<file path="src/rtl/div_sched_pkg.sv">
`default_nettype none
// ------------------------------------------------------------------------
// div_sched_pkg : divide op one-hot encodings and scheduler states (rev 1.0)
// ------------------------------------------------------------------------
package div_sched_pkg;

   localparam logic [3:0] DIV_OP_DIV_W  = 4'b0001;
   localparam logic [3:0] DIV_OP_MOD_W  = 4'b0010;
   localparam logic [3:0] DIV_OP_DIV_WU = 4'b0100;
   localparam logic [3:0] DIV_OP_MOD_WU = 4'b1000;

   typedef enum logic [1:0] {
      ST_IDLE = 2'd0,
      ST_SEND = 2'd1,
      ST_WAIT = 2'd2,
      ST_DONE = 2'd3
   } div_state_e;

   // Quotient wanted? Lowest set bit wins: div.w > mod.w > div.wu > mod.wu.
   function automatic logic op_is_quot(input logic [2:0] op);
      return op[0] | (~op[1] & op[2]);
   endfunction

endpackage
`default_nettype wire

</file>
<file path="src/rtl/div_sched_axis_src_chan.sv">
`default_nettype none
// ------------------------------------------------------------------------
// axis_src_chan : AXI-stream source tvalid register with handshake-done flag (rev 1.0)
// ------------------------------------------------------------------------
module axis_src_chan (
   input  logic clk,
   input  logic reset,
   input  logic i_start,
   input  logic i_tready,
   output logic o_tvalid,
   output logic o_sent
);

   logic r_tvalid;
   logic r_sent;

   // Once raised, tvalid only falls on its own handshake.
   always_ff @(posedge clk) begin
      if (reset) begin
         r_tvalid <= 1'b0;
         r_sent   <= 1'b0;
      end else if (i_start) begin
         r_tvalid <= 1'b1;
         r_sent   <= 1'b0;
      end else if (r_tvalid && i_tready) begin
         r_tvalid <= 1'b0;
         r_sent   <= 1'b1;
      end
   end

   assign o_tvalid = r_tvalid;
   assign o_sent   = r_sent;

endmodule
`default_nettype wire

</file>
<file path="src/rtl/div_sched.sv">
`default_nettype none
// ------------------------------------------------------------------------
// div_sched : EX-stage scheduler for the signed/unsigned AXI-stream dividers (rev 1.0)
// ------------------------------------------------------------------------
module div_sched
   import div_sched_pkg::*;
#(
   parameter int DIV_W = 32
) (
   input  logic               clk,
   input  logic               reset,
   input  logic               flush,
   input  logic               req_valid,
   output logic               req_ready,
   input  logic [3:0]         req_op,
   input  logic [DIV_W-1:0]   req_src1,
   input  logic [DIV_W-1:0]   req_src2,
   output logic               resp_valid,
   input  logic               resp_ready,
   output logic [DIV_W-1:0]   resp_data,
   output logic               busy,
   output logic               s_dividend_tvalid,
   input  logic               s_dividend_tready,
   output logic [DIV_W-1:0]   s_dividend_tdata,
   output logic               s_divisor_tvalid,
   input  logic               s_divisor_tready,
   output logic [DIV_W-1:0]   s_divisor_tdata,
   input  logic               s_dout_tvalid,
   input  logic [2*DIV_W-1:0] s_dout_tdata,
   output logic               u_dividend_tvalid,
   input  logic               u_dividend_tready,
   output logic [DIV_W-1:0]   u_dividend_tdata,
   output logic               u_divisor_tvalid,
   input  logic               u_divisor_tready,
   output logic [DIV_W-1:0]   u_divisor_tdata,
   input  logic               u_dout_tvalid,
   input  logic [2*DIV_W-1:0] u_dout_tdata
);

   div_state_e         r_state, w_state_next;
   logic [DIV_W-1:0]   r_src1, r_src2, r_resp_data;
   logic               r_is_signed, r_quot, r_drop;
   logic               w_accept, w_op_nz, w_issue;
   logic               w_dvd_tvalid, w_dvs_tvalid, w_dvd_sent, w_dvs_sent;
   logic               w_dvd_tready, w_dvs_tready, w_send_done;
   logic               w_dout_valid;
   logic [2*DIV_W-1:0] w_dout_data;

   assign req_ready    = (r_state == ST_IDLE) && !flush;
   assign w_accept     = req_valid && req_ready;
   assign w_op_nz      = |req_op;
   assign w_issue      = w_accept && w_op_nz;

   assign w_dvd_tready = r_is_signed ? s_dividend_tready : u_dividend_tready;
   assign w_dvs_tready = r_is_signed ? s_divisor_tready  : u_divisor_tready;
   assign w_dout_valid = r_is_signed ? s_dout_tvalid     : u_dout_tvalid;
   assign w_dout_data  = r_is_signed ? s_dout_tdata      : u_dout_tdata;

   // A channel counts as done if it already handshook or handshakes this cycle.
   assign w_send_done = (w_dvd_sent || (w_dvd_tvalid && w_dvd_tready)) &&
                        (w_dvs_sent || (w_dvs_tvalid && w_dvs_tready));

   axis_src_chan u_dvd_chan (
      .clk      (clk),
      .reset    (reset),
      .i_start  (w_issue),
      .i_tready (w_dvd_tready),
      .o_tvalid (w_dvd_tvalid),
      .o_sent   (w_dvd_sent)
   );

   axis_src_chan u_dvs_chan (
      .clk      (clk),
      .reset    (reset),
      .i_start  (w_issue),
      .i_tready (w_dvs_tready),
      .o_tvalid (w_dvs_tvalid),
      .o_sent   (w_dvs_sent)
   );

   always_ff @(posedge clk) begin
      if (reset) r_state <= ST_IDLE;
      else       r_state <= w_state_next;
   end

   always_comb begin
      w_state_next = r_state;
      case (r_state)
         ST_IDLE: if (w_accept)     w_state_next = w_op_nz ? ST_SEND : ST_DONE;
         ST_SEND: if (w_send_done)  w_state_next = ST_WAIT;
         ST_WAIT: if (w_dout_valid) w_state_next = (r_drop || flush) ? ST_IDLE : ST_DONE;
         ST_DONE: if (flush || resp_ready) w_state_next = ST_IDLE;
         default:                   w_state_next = ST_IDLE;
      endcase
   end

   always_ff @(posedge clk) begin
      if (reset) begin
         r_src1      <= '0;
         r_src2      <= '0;
         r_is_signed <= 1'b0;
         r_quot      <= 1'b0;
         r_resp_data <= '0;
         r_drop      <= 1'b0;
      end else begin
         if (w_accept) begin
            r_src1      <= req_src1;
            r_src2      <= req_src2;
            r_is_signed <= req_op[0] | req_op[1];
            r_quot      <= op_is_quot(req_op[2:0]);
            if (!w_op_nz) r_resp_data <= '0;
         end
         if ((r_state == ST_WAIT) && w_dout_valid && !r_drop && !flush)
            r_resp_data <= r_quot ? w_dout_data[2*DIV_W-1:DIV_W] : w_dout_data[DIV_W-1:0];
         if (w_state_next == ST_IDLE)
            r_drop <= 1'b0;
         else if (flush && ((r_state == ST_SEND) || (r_state == ST_WAIT)))
            r_drop <= 1'b1;
      end
   end

   assign resp_valid        = (r_state == ST_DONE) && !r_drop && !flush;
   assign resp_data         = r_resp_data;
   assign busy              = (r_state != ST_IDLE);

   assign s_dividend_tvalid = w_dvd_tvalid &&  r_is_signed;
   assign s_divisor_tvalid  = w_dvs_tvalid &&  r_is_signed;
   assign u_dividend_tvalid = w_dvd_tvalid && !r_is_signed;
   assign u_divisor_tvalid  = w_dvs_tvalid && !r_is_signed;
   assign s_dividend_tdata  = r_src1;
   assign s_divisor_tdata   = r_src2;
   assign u_dividend_tdata  = r_src1;
   assign u_divisor_tdata   = r_src2;

endmodule
`default_nettype wire

</file>
<file path="config.mk">
export PLATFORM = sky130hd
export DESIGN_NAME = div_sched
export DESIGN_NICKNAME = d
export VERILOG_FILES = /design/src/rtl/div_sched_pkg.sv /design/src/rtl/div_sched_axis_src_chan.sv /design/src/rtl/div_sched.sv
export SDC_FILE = /design/constraint.sdc
export NUM_CORES = 1
export LEC_CHECK = 0
export CORE_AREA = 2 2 144 146
export DETAILED_ROUTE_END_ITERATION = 10
export DIE_AREA = 0 0 146 148
export DONT_BUFFER_PORTS = 1
export MAX_ROUTING_LAYER = met4
export PLACE_DENSITY = 0.39
export SLEW_MARGIN = 30
export SYNTH_ARGS = -nofsm -noshare
export SYNTH_HDL_FRONTEND = slang
export SYNTH_HIERARCHICAL = 1
export SYNTH_SLANG_ARGS = --single-unit
</file>
<file path="constraint.sdc">
create_clock -name clk -period 1.6 [get_ports clk]
set_input_delay 0.32 -clock clk [delete_from_list [all_inputs] [get_ports clk]]
set_output_delay 0.32 -clock clk [all_outputs]
set_load 0.05 [all_outputs]
</file>
==> flow_metrics.env <==
export IMPL_crit_family="buffers and inverters"
export IMPL_cts_buffer_depth=2
export IMPL_rsz0062_at_grt="yes"
export IMPL_p_clk_share_pct=25.4
export IMPL_setup_tns_ns=-1.24
export IMPL_dp_hpwl_um=12100
export IMPL_powerDensity_nw_per_um2=1420
export IMPL_synth_ff_type="dfxtp_1"
export IMPL_switchingPower_mw=3.73
export IMPL_design_core_area_um2=20000
export IMPL_cts_tree="done"
export IMPL_nets=798
export IMPL_yosys_warnings=6
export IMPL_synthTopCellsByArea="dfxtp_1, mux4_2, buf_4"
export IMPL_fin_crit_ns=1.66
export IMPL_clkSlewWorstSetupHoldPaths_ns=0.08
export IMPL_p_sw_share_pct=41.2
export IMPL_r2r_start="r_state[0]$_SDFF_PP0_"
export IMPL_insertion_delay_ns=0.35
export IMPL_dp_slack_ns=-0.107
export IMPL_grt_pass1_wl_um=23500
export IMPL_critPathLaunchType="register"
export IMPL_seqPwrFrac_pct=35.4
export IMPL_ioPinCount=374
export IMPL_htree_levels=3
export IMPL_hold_viol_final=0
export IMPL_fmax_ghz=0.601
export IMPL_cp_end_kind="register"
export IMPL_die_w_um=146
export IMPL_die_h_um=148
export IMPL_area_growth_pct=23.4
export IMPL_antenna_found_initial=3
export IMPL_n_fill_cell=2138
export IMPL_syn_inst=567
export IMPL_worstPathMaxFanout=8
export IMPL_combPwrFrac_pct=39.3
export IMPL_rows=52
export IMPL_skew_ns=0.0117
export IMPL_synthTopCellsByCount="nand2_1, dfxtp_1, a21oi_1"
export IMPL_routed_via_density=4.81
export IMPL_async_flop_share_pct=0
export IMPL_wirelength_um=16800
export IMPL_cts_sinks=105
export IMPL_synth_top_cell_area_share_pct=40.7
export IMPL_p_leak_nw=2.35
export IMPL_ant_nets=0
export IMPL_dr_first_iter_drc_count=127
export IMPL_maxCapViolCount=0
export IMPL_status="finished with violations"
export IMPL_cp_arrival_ns=1.90
export IMPL_grt_pass1_vias=4246
export IMPL_overflow=0
export IMPL_place_gp_congestion=0.802
export IMPL_numCtsBuffers=9
export IMPL_hold_path_startpoint="reset"
export IMPL_grt_max_degree=106
export IMPL_r2r_slack_ns=-0.06
export IMPL_synth_area_leader_cell="dfxtp_1"
export IMPL_synth_edff_count=0
export IMPL_vdd_drop_max_uv=514
export IMPL_path_cells="inv_2 > ha_4 > nor3b_4 > buf_4 > a22oi_4 > buf_12 > clkbuf_16 > a22oi_2 > nor2_1"
export IMPL_p_int_mw=5.32
export IMPL_finalCritPeriodShare_pct=104
export IMPL_drc=0
export IMPL_hold_end="s_divisor_tdata[3]$_SDFFE_PP0P_"
export IMPL_r2r_cells=9
export IMPL_hold_depth=1
export IMPL_hp_class="in -> reg"
export IMPL_critPathRequiredTime_ns=1.84
export IMPL_synth_seq_cells=105
export IMPL_first_pass_iters=4
export IMPL_syn_area_um2=5160
export IMPL_wl_per_cell_um=19.4
export IMPL_r2r_end="resp_data[17]$_SDFFE_PP0P_"
export IMPL_fin_util_pct=31.8
export IMPL_violations="setup timing"
export IMPL_grt_total_usage_pct=14.4
export IMPL_ys_types=34
export IMPL_via_count=4152
export IMPL_portBuffers=0
export IMPL_synth_nets=779
export IMPL_critical_path_class="reg -> reg"
export IMPL_drv_slew=0
export IMPL_path_buf_inv=4
export IMPL_die_area_um2=21600
export IMPL_cts_root_buf="clkbuf_16"
export IMPL_ys_seq_area_share_pct=40.7
export IMPL_relSlewSlack_pct=60.3
export IMPL_setup_violations_final=33
export IMPL_avgSynthCellArea_um2=9.10
export IMPL_drive_gt1_share_pct=34.0
export IMPL_holdWs_ns=0.0336
export IMPL_cpPeakStageDelay_ns=0.33
export IMPL_tightest_slew_ns=0.595
export IMPL_cp_slowest_cell="dfxtp_2"
export IMPL_timing_final_ws_setup_ns=-0.0646
export IMPL_yosysMostFrequentCell="nand2_1"
export IMPL_initial_core_util_pct=25.8
==> registers in the layout, indices dropped and copies added, names as in the netlist <==
register             cells
u_dvd_chan/o_tvalid      1
resp_data               32
s_divisor_tdata         32
r_is_signed              1
u_dvs_chan/o_sent        1
u_dvd_chan/o_sent        1
u_dvs_chan/o_tvalid      1
r_drop                   1
r_state                  2
r_quot                   1
s_dividend_tdata        32
==> metrics by stage <==
| step | total power, mW | std cells | instance area, um2 |
|---|---|---|---|
| 3_3_place_gp | 6.55 | 836 | 5740 |
| 6_report | 9.05 | 864 | 6370 |
| 3_5_place_dp | 6.59 | 836 | 5740 |
| 5_1_grt | 9.51 | 864 | 6370 |
| 2_1_floorplan | 6.00 | 567 | 5180 |
| 4_1_cts | 9.02 | 853 | 6100 |
==> worst max path at each step <==
stage	from	end	slack, ns	cells past startpoint
after floorplan	r_state[1]$_SDFF_PP0_	resp_data[10]$_SDFFE_PP0P_	0.01	8
after global placement	r_is_signed$_SDFFE_PP0P_	resp_data[30]$_SDFFE_PP0P_	-0.09	4
after detailed placement	r_is_signed$_SDFFE_PP0P_	resp_data[30]$_SDFFE_PP0P_	-0.11	4
after CTS	r_state[0]$_SDFF_PP0_	resp_valid	-0.06	4
after global routing	r_state[0]$_SDFF_PP0_	resp_data[20]$_SDFFE_PP0P_	-0.13	9
final	r_state[0]$_SDFF_PP0_	resp_data[17]$_SDFFE_PP0P_	-0.06	9
==> metal layers <==
| layer | global-route usage (%) | vias up | share of wire (%) |
|---|---|---|---|
| li1 | - | 1929 | - |
| met1 | 14.0 | 1949 | 35 |
| met2 | 26.4 | 254 | 55 |
| met3 | 4.04 | 20 | 8.1 |
| met4 | 7.09 | 0 | 2.0 |
| met5 | - | - | 0 |
==> placed cells by master, fill, tap and decap left out, types with 4 or more instances in the layout <==
cell	instances
nor2_1	36
nand2b_1	4
buf_6	4
nand2_1	127
inv_1	5
and2_1	4
a22oi_2	15
buf_4	92
a22oi_1	17
dfxtp_1	102
a21oi_2	4
buf_12	12
mux4_2	32
clkbuf_16	13
nor3_1	6
a21oi_1	69
==> cells by family (layout without fill, tap and decap cells) <==
kind of cell / count (synthesis) / in the layout / share of synthesized area (%)
compound gates: 119 / 119 / 14.1
buf+inv: 113 / 137 / 14.1
mux: 35 / 35 / 14.8
fa+ha+maj: 5 / 5 / 1.21
flops: 105 / 105 / 40.7
simple gates: 190 / 190 / 15.1
other cells: 0 / 3 / 0
==> what timing repair did <==
item	in CTS	in global routing
gates resized for setup	15	27
gates cloned	0	5
setup buffers	2	4
endpoints found under the hold margin	0	0
pin swaps	2	14
hold buffers	0	0
setup endpoints to repair	56	44
==> power by group through the flow <==
stage | Clock [mW] | Sequential [mW] | Combinational, mW
floorplan | 0 | 3.86 | 2.14
finish | 2.30 | 3.20 | 3.55
detailed placement | 0 | 3.25 | 3.34
global placement | 0 | 3.25 | 3.31
global route | 2.50 | 3.23 | 3.77
CTS | 2.42 | 3.20 | 3.40
==> area by class of cell <==
cell class              instances  area [um2]  share of cell area (%)
multi-input cells             349        2490                    39.1
flip-flops and latches        105        2110                    33.1
repair buffers                113        1080                    17.0
well taps                     270         338                    5.30
clock buffers                  10         229                    3.59
clock inverters                 6        75.1                    1.18
inverters                       8        35.0                   0.550
diodes                          3        7.51                   0.118
No activity file was read; power rests on OpenSTA's default activity.
